**src/rtl/tone_sample_source.sv**
```systemverilog
// tone_sample_source: NCO-based test tone generator for the biquad input side.
// A phase accumulator advances once per emitted sample. The top SAMPLE_WIDTH
// bits of the phase are shaped into a square, saw, triangle or DC sample scaled
// by a clamped amplitude. An optional linear sweep ramps the phase increment for
// a programmed number of samples, then holds the final increment.
module tone_sample_source #(
  parameter int SAMPLE_WIDTH = 8,
  parameter int PHASE_WIDTH  = 32,
  parameter int DIV_WIDTH    = 16
) (
  input  logic                    clk,
  input  logic                    reset,
  input  logic                    enable,
  input  logic [1:0]              wave_sel,
  input  logic [SAMPLE_WIDTH-1:0] amplitude,
  input  logic [PHASE_WIDTH-1:0]  phase_inc,
  input  logic [PHASE_WIDTH-1:0]  sweep_inc,
  input  logic [15:0]             sweep_len,
  input  logic [DIV_WIDTH-1:0]    rate_div,
  output logic [SAMPLE_WIDTH-1:0] out,
  output logic                    out_valid,
  output logic                    sweep_done
);

  localparam int W = SAMPLE_WIDTH;

  // Largest positive sample, and the offset that recentres the triangle fold.
  localparam logic [W-1:0] AMP_MAX    = {1'b0, {(W-1){1'b1}}};
  localparam logic [W-1:0] HALF_SCALE = {1'b1, {(W-1){1'b0}}};

  typedef enum logic [1:0] {
    ST_IDLE,
    ST_RUN,
    ST_SWEEP,
    ST_HOLD
  } state_t;

  state_t                 state_reg;
  logic [PHASE_WIDTH-1:0] phase_reg;
  logic [PHASE_WIDTH-1:0] cur_inc_reg;
  logic [PHASE_WIDTH-1:0] sweep_inc_reg;
  logic [15:0]            sweep_len_reg;
  logic [DIV_WIDTH-1:0]   rate_cnt_reg;
  logic [15:0]            scnt_reg;
  logic [W-1:0]           out_reg;
  logic                   out_valid_reg;
  logic                   sweep_done_reg;

  logic [W-1:0]           amp_clamped;
  logic [W-1:0]           phase_top;
  logic [W-2:0]           tri_fold;
  logic [W-1:0]           tri_shape;
  logic [W-1:0]           ramp_shape;
  logic signed [2*W-1:0]  product;
  logic [W-1:0]           sample_next;
  logic [15:0]            scnt_next;
  logic                   emit;

  assign out        = out_reg;
  assign out_valid  = out_valid_reg;
  assign sweep_done = sweep_done_reg;

  // Amplitude is a peak value; anything past the positive full scale is pinned to it.
  always_comb begin
    amp_clamped = amplitude;
    if (amplitude > AMP_MAX) begin
      amp_clamped = AMP_MAX;
    end
  end

  // The waveform is derived from the most significant phase bits only.
  assign phase_top = phase_reg[PHASE_WIDTH-1 -: W];

  // Triangle: fold the lower bits on the second half-cycle, then recentre to signed.
  assign tri_fold  = phase_top[W-1] ? ~phase_top[W-2:0] : phase_top[W-2:0];
  assign tri_shape = {tri_fold, 1'b0} - HALF_SCALE;

  // Saw and triangle share one signed multiplier; the shift is an arithmetic floor.
  assign ramp_shape = (wave_sel == 2'd2) ? tri_shape : phase_top;
  assign product    = $signed({{W{ramp_shape[W-1]}}, ramp_shape})
                    * $signed({{W{1'b0}}, amp_clamped});

  // Select the shaped sample; -A-1 for the square low half is simply ~A.
  always_comb begin
    sample_next = amp_clamped;
    case (wave_sel)
      2'd0:    sample_next = phase_top[W-1] ? ~amp_clamped : amp_clamped;
      2'd1,
      2'd2:    sample_next = W'(product >>> (W-1));
      default: sample_next = amp_clamped;
    endcase
  end

  assign emit      = (rate_cnt_reg == rate_div);
  assign scnt_next = scnt_reg + 16'd1;

  // Control FSM with rate divider, phase accumulator, sweep ramp and registered outputs.
  always_ff @(posedge clk) begin
    if (reset) begin
      state_reg      <= ST_IDLE;
      phase_reg      <= '0;
      cur_inc_reg    <= '0;
      sweep_inc_reg  <= '0;
      sweep_len_reg  <= '0;
      rate_cnt_reg   <= '0;
      scnt_reg       <= '0;
      out_reg        <= '0;
      out_valid_reg  <= 1'b0;
      sweep_done_reg <= 1'b0;
    end else begin
      // The strobe is a single cycle unless an emit edge re-asserts it below.
      out_valid_reg <= 1'b0;
      case (state_reg)
        ST_IDLE: begin
          phase_reg      <= '0;
          rate_cnt_reg   <= '0;
          scnt_reg       <= '0;
          sweep_done_reg <= 1'b0;
          cur_inc_reg    <= phase_inc;
          if (enable) begin
            sweep_inc_reg <= sweep_inc;
            sweep_len_reg <= sweep_len;
            state_reg     <= (sweep_len != 16'd0) ? ST_SWEEP : ST_RUN;
          end
        end
        default: begin
          if (!enable) begin
            // Disarm: clear progress so a re-enable starts from phase 0.
            state_reg      <= ST_IDLE;
            phase_reg      <= '0;
            rate_cnt_reg   <= '0;
            scnt_reg       <= '0;
            sweep_done_reg <= 1'b0;
          end else if (emit) begin
            rate_cnt_reg  <= '0;
            out_reg       <= sample_next;
            out_valid_reg <= 1'b1;
            phase_reg     <= phase_reg + cur_inc_reg;
            if (state_reg == ST_SWEEP) begin
              cur_inc_reg <= cur_inc_reg + sweep_inc_reg;
              scnt_reg    <= scnt_next;
              if (scnt_next == sweep_len_reg) begin
                state_reg      <= ST_HOLD;
                sweep_done_reg <= 1'b1;
              end
            end
          end else begin
            rate_cnt_reg <= rate_cnt_reg + 1'b1;
          end
        end
      endcase
    end
  end

endmodule
```
**config.mk**
```make
export PLATFORM = sky130hd
export DESIGN_NAME = tone_sample_source
export DESIGN_NICKNAME = d
export VERILOG_FILES = /design/src/rtl/tone_sample_source.sv
export SDC_FILE = /design/constraint.sdc
export NUM_CORES = 1
export LEC_CHECK = 0
export CAP_MARGIN = 15
export CORE_ASPECT_RATIO = 0.75
export CORE_UTILIZATION = 63
export DETAILED_ROUTE_END_ITERATION = 6
export PLACE_DENSITY = 0.95
export SKIP_CTS_REPAIR_TIMING = 1
export SYNTH_ARGS = -nofsm -noshare
export SYNTH_HDL_FRONTEND = slang
export SYNTH_SLANG_ARGS = --single-unit
```
**constraint.sdc**
```tcl
create_clock -name clk -period 10.99 [get_ports clk]
set_input_delay 2.198 -clock clk [delete_from_list [all_inputs] [get_ports clk]]
set_output_delay 2.198 -clock clk [all_outputs]
set_load 0.005 [all_outputs]
```
==> run summary <==
Skew-Pair Late Insertion Delay: 0.43 ns
# setup viols final: 0
Async SR Flop Fraction: 0
Global route overflow: 0
Hold Worst Slack: 0.460 ns
Clk slew on worst S/H paths: 0.07 ns
Synth Area per Inst: 7.74 µm²
Distinct cells, synth: 79
Clock Sinks: 156
Hold path depth: 2
Synth warn: 0
Top-area cell type share of the netlist area: 0.262
Max clock buf depth: 2
Critical path's slowest cell: xnor2_1
Netlist Area Pre-Place: 0.0119 mm²
Most instantiated library cell after synthesis: nand2_1
RSZ-0062 raised after global routing: false
Num ports: 119
Max H-tree Level: 4
Worst Path Required: 11.32 ns
Largest net degree at the start of global routing: 76
Initial Util: 0.645
Sequential area share after synthesis: 0.262
# nets final: 1865
Site Rows: 43
Die H: 121 µm
Number of max-cap violations: 0
Design area: 0.0138 mm²
TritonCTS clock tree: built
Worst hold endpoint: sweep_inc_reg[15]$_SDFFE_PP0P_
Initial antenna violation count: 1
Final RePlAce weighted congestion: 0.958
Fin. max-slew vios: 0
Critical-path maximum fanout: 15
Placed cells: 1845
Footprint of the multi-input gates: 0.00825 mm²
FF/Latch Area: 0.00312 mm²
Die Area: 0.0195 mm²
HP Class: reg2reg
Status: finished, final reports clean
Post-DRT Antenna Nets: 0
Critical path type: in2reg
Number of enable flip-flop cells after synthesis: 0
CP arrival: 8.20 ns
Crit-path cells: clkdlybuf4s50_1, inv_1, ha_1, nor2b_1, xnor2_1, nand2b_1, fa_1, fa_1, inv_1, fa_1, inv_1, fa_1, inv_1, ha_1, and3_1, a211oi_1, o21bai_1, a21oi_1, xnor2_1, a221o_1, a31o_2
Power, Total: 0.00168 W
WL/cell: 18.3 µm
Max-slew headroom: 0.263
Share of cells above drive strength 1: 0.0411
Global-route wire length before repair: 54.3 mm
Power Density: 122 mW/mm²
R2R depth: 20
Hold Fails Final Rpt: 0
Post-DP Area: 0.0132 mm²
Top post-synthesis cells by area: dfxtp_1 26%, ha_1 11%, nand2_1 6.7%
Fmax achieved: 127 MHz
Final Skew: 0.00871 ns
Via count: 11841
Area grow syn2layout: 15.7%
Number of port buffers: 118
Yosys reg bits: 156
CTS Buf Count: 17
Yosys top cell by area: dfxtp_1
Worst-Margin Slew: 1.10 ns
Drt first pass iters: 6
Worst r2r src: phase_reg[31]$_SDFFE_PP0P_
CP peak stage delay: 0.63 ns
Final non-filler cell total: 1879
DRC viols: 0
Die W: 161 µm
Routed vias/inst: 6.30
Final setup TNS: 0 ns
Initial DRC Count: 1064
Worst Hold Launch: sweep_inc_reg[15]$_SDFFE_PP0P_
Leak: 5.75 nW
Period utilisation layout: 0.717
Routed wire length: 34.4 mm
Global Route Usage Sum: 0.350
Synth cell count leaders: 213 x nand2_1, 156 x dfxtp_1, 154 x nor2_1
Clock root cell: clkbuf_16
Syn Inst Count: 1542
Vias in the first global route: 11089
CP Capture Type: flip-flop
Worst reg-to-reg setup slack: 5.08 ns
RR Endpoint: out[6]$_SDFFE_PP0P_
DP Wirelength: 25.1 mm
Highest ir drop seen on vdd: 0.0951 mV
Most used DFF post-synth: dfxtp_1
Fillers: 1339
Post-route minimum period: 7.88 ns
Crit path launch type: input port
Area of the core: 0.0185 mm²
[kinds of logic (layout without fill, tap and decap cells)]
family,count (synthesis),after routing,share of synthesized area
other,2,8,0.000629
adders and majority gates,138,138,0.168
xor gates and xnor gates,126,126,0.0925
and+or+nand+nor,559,559,0.213
DFF,156,156,0.262
muxes,7,7,0.00608
AOI/OAI and AO/OA,400,400,0.209
buffers and inverters,154,238,0.0491
[metal layers]
layer,vias to the layer above,share of wire,track usage
li1,5530,-,-
met1,5511,0.42,0.460
met2,703,0.45,0.566
met3,95,0.10,0.0643
met4,2,0.030,0.142
met5,-,0.00038,0
[final cells by class]
cell class | instances | area share
clock inverter | 12 | 0.00988
sequential | 156 | 0.226
timing repair buffer | 124 | 0.0884
multi-input combinational | 1237 | 0.598
clock buffer | 20 | 0.0331
tap | 247 | 0.0224
antenna | 1 | 0.000181
inverter | 82 | 0.0223
[through the flow]
| step | worst slack [ns] | util |
|---|---|---|
| floorplan | 3.77 | - |
| global placement | 2.82 | 0.714 |
| detailed placement | 2.70 | 0.714 |
| CTS | 3.14 | 0.746 |
| global route | 2.84 | 0.746 |
| finish | 3.11 | 0.746 |
[power by group]
| part | switching (W) | internal [W] |
|---|---|---|
| sequential | 0.0000294 | 0.000591 |
| clock | 0.000255 | 0.000349 |
| combinational | 0.000259 | 0.000194 |
| total | 0.000543 | 0.00113 |
[layout by cell type, fill, tap and decap left out, types with 7 or more instances in the layout]
cell type / instances
nand2_1: 213
dfxtp_1: 156
nor2_1: 152
a21oi_1: 137
clkdlybuf4s50_1: 117
ha_1: 101
o21ai_0: 99
inv_1: 82
xnor2_1: 73
xor2_1: 53
nand3_1: 37
fa_1: 37
nor3_1: 34
a211oi_1: 25
a21o_1: 23
and3_1: 19
clkbuf_16: 17
nand4_1: 16
nand2b_1: 13
or3_1: 12
a31oi_1: 12
or2_2: 11
nor4_1: 10
o21a_1: 10
nor2b_1: 9
a311oi_1: 8
o21ai_1: 7
and2_1: 7
o211ai_1: 7
conb_1: 7
[how the worst max path moves through the flow]
stage	slack (ns)	to	startpoint
6_report	3.11	out[6]$_SDFFE_PP0P_	wave_sel[0]
3_3_place_gp	2.82	out[6]$_SDFFE_PP0P_	wave_sel[0]
4_1_cts	3.14	out[6]$_SDFFE_PP0P_	wave_sel[0]
3_5_place_dp	2.70	out[6]$_SDFFE_PP0P_	wave_sel[0]
5_1_grt	2.84	out[6]$_SDFFE_PP0P_	wave_sel[0]
2_1_floorplan	3.77	out[6]$_SDFFE_PP0P_	wave_sel[0]
[worst max-delay path, delay by kind of cell]
kind            cells  cell delay [ns]
simple gates        3             0.66
compound gates      5             1.20
fa+ha+maj           6             2.72
buf+inv             5             0.68
xor+xnor            2             0.72
No activity file was read; power rests on OpenSTA's default activity.
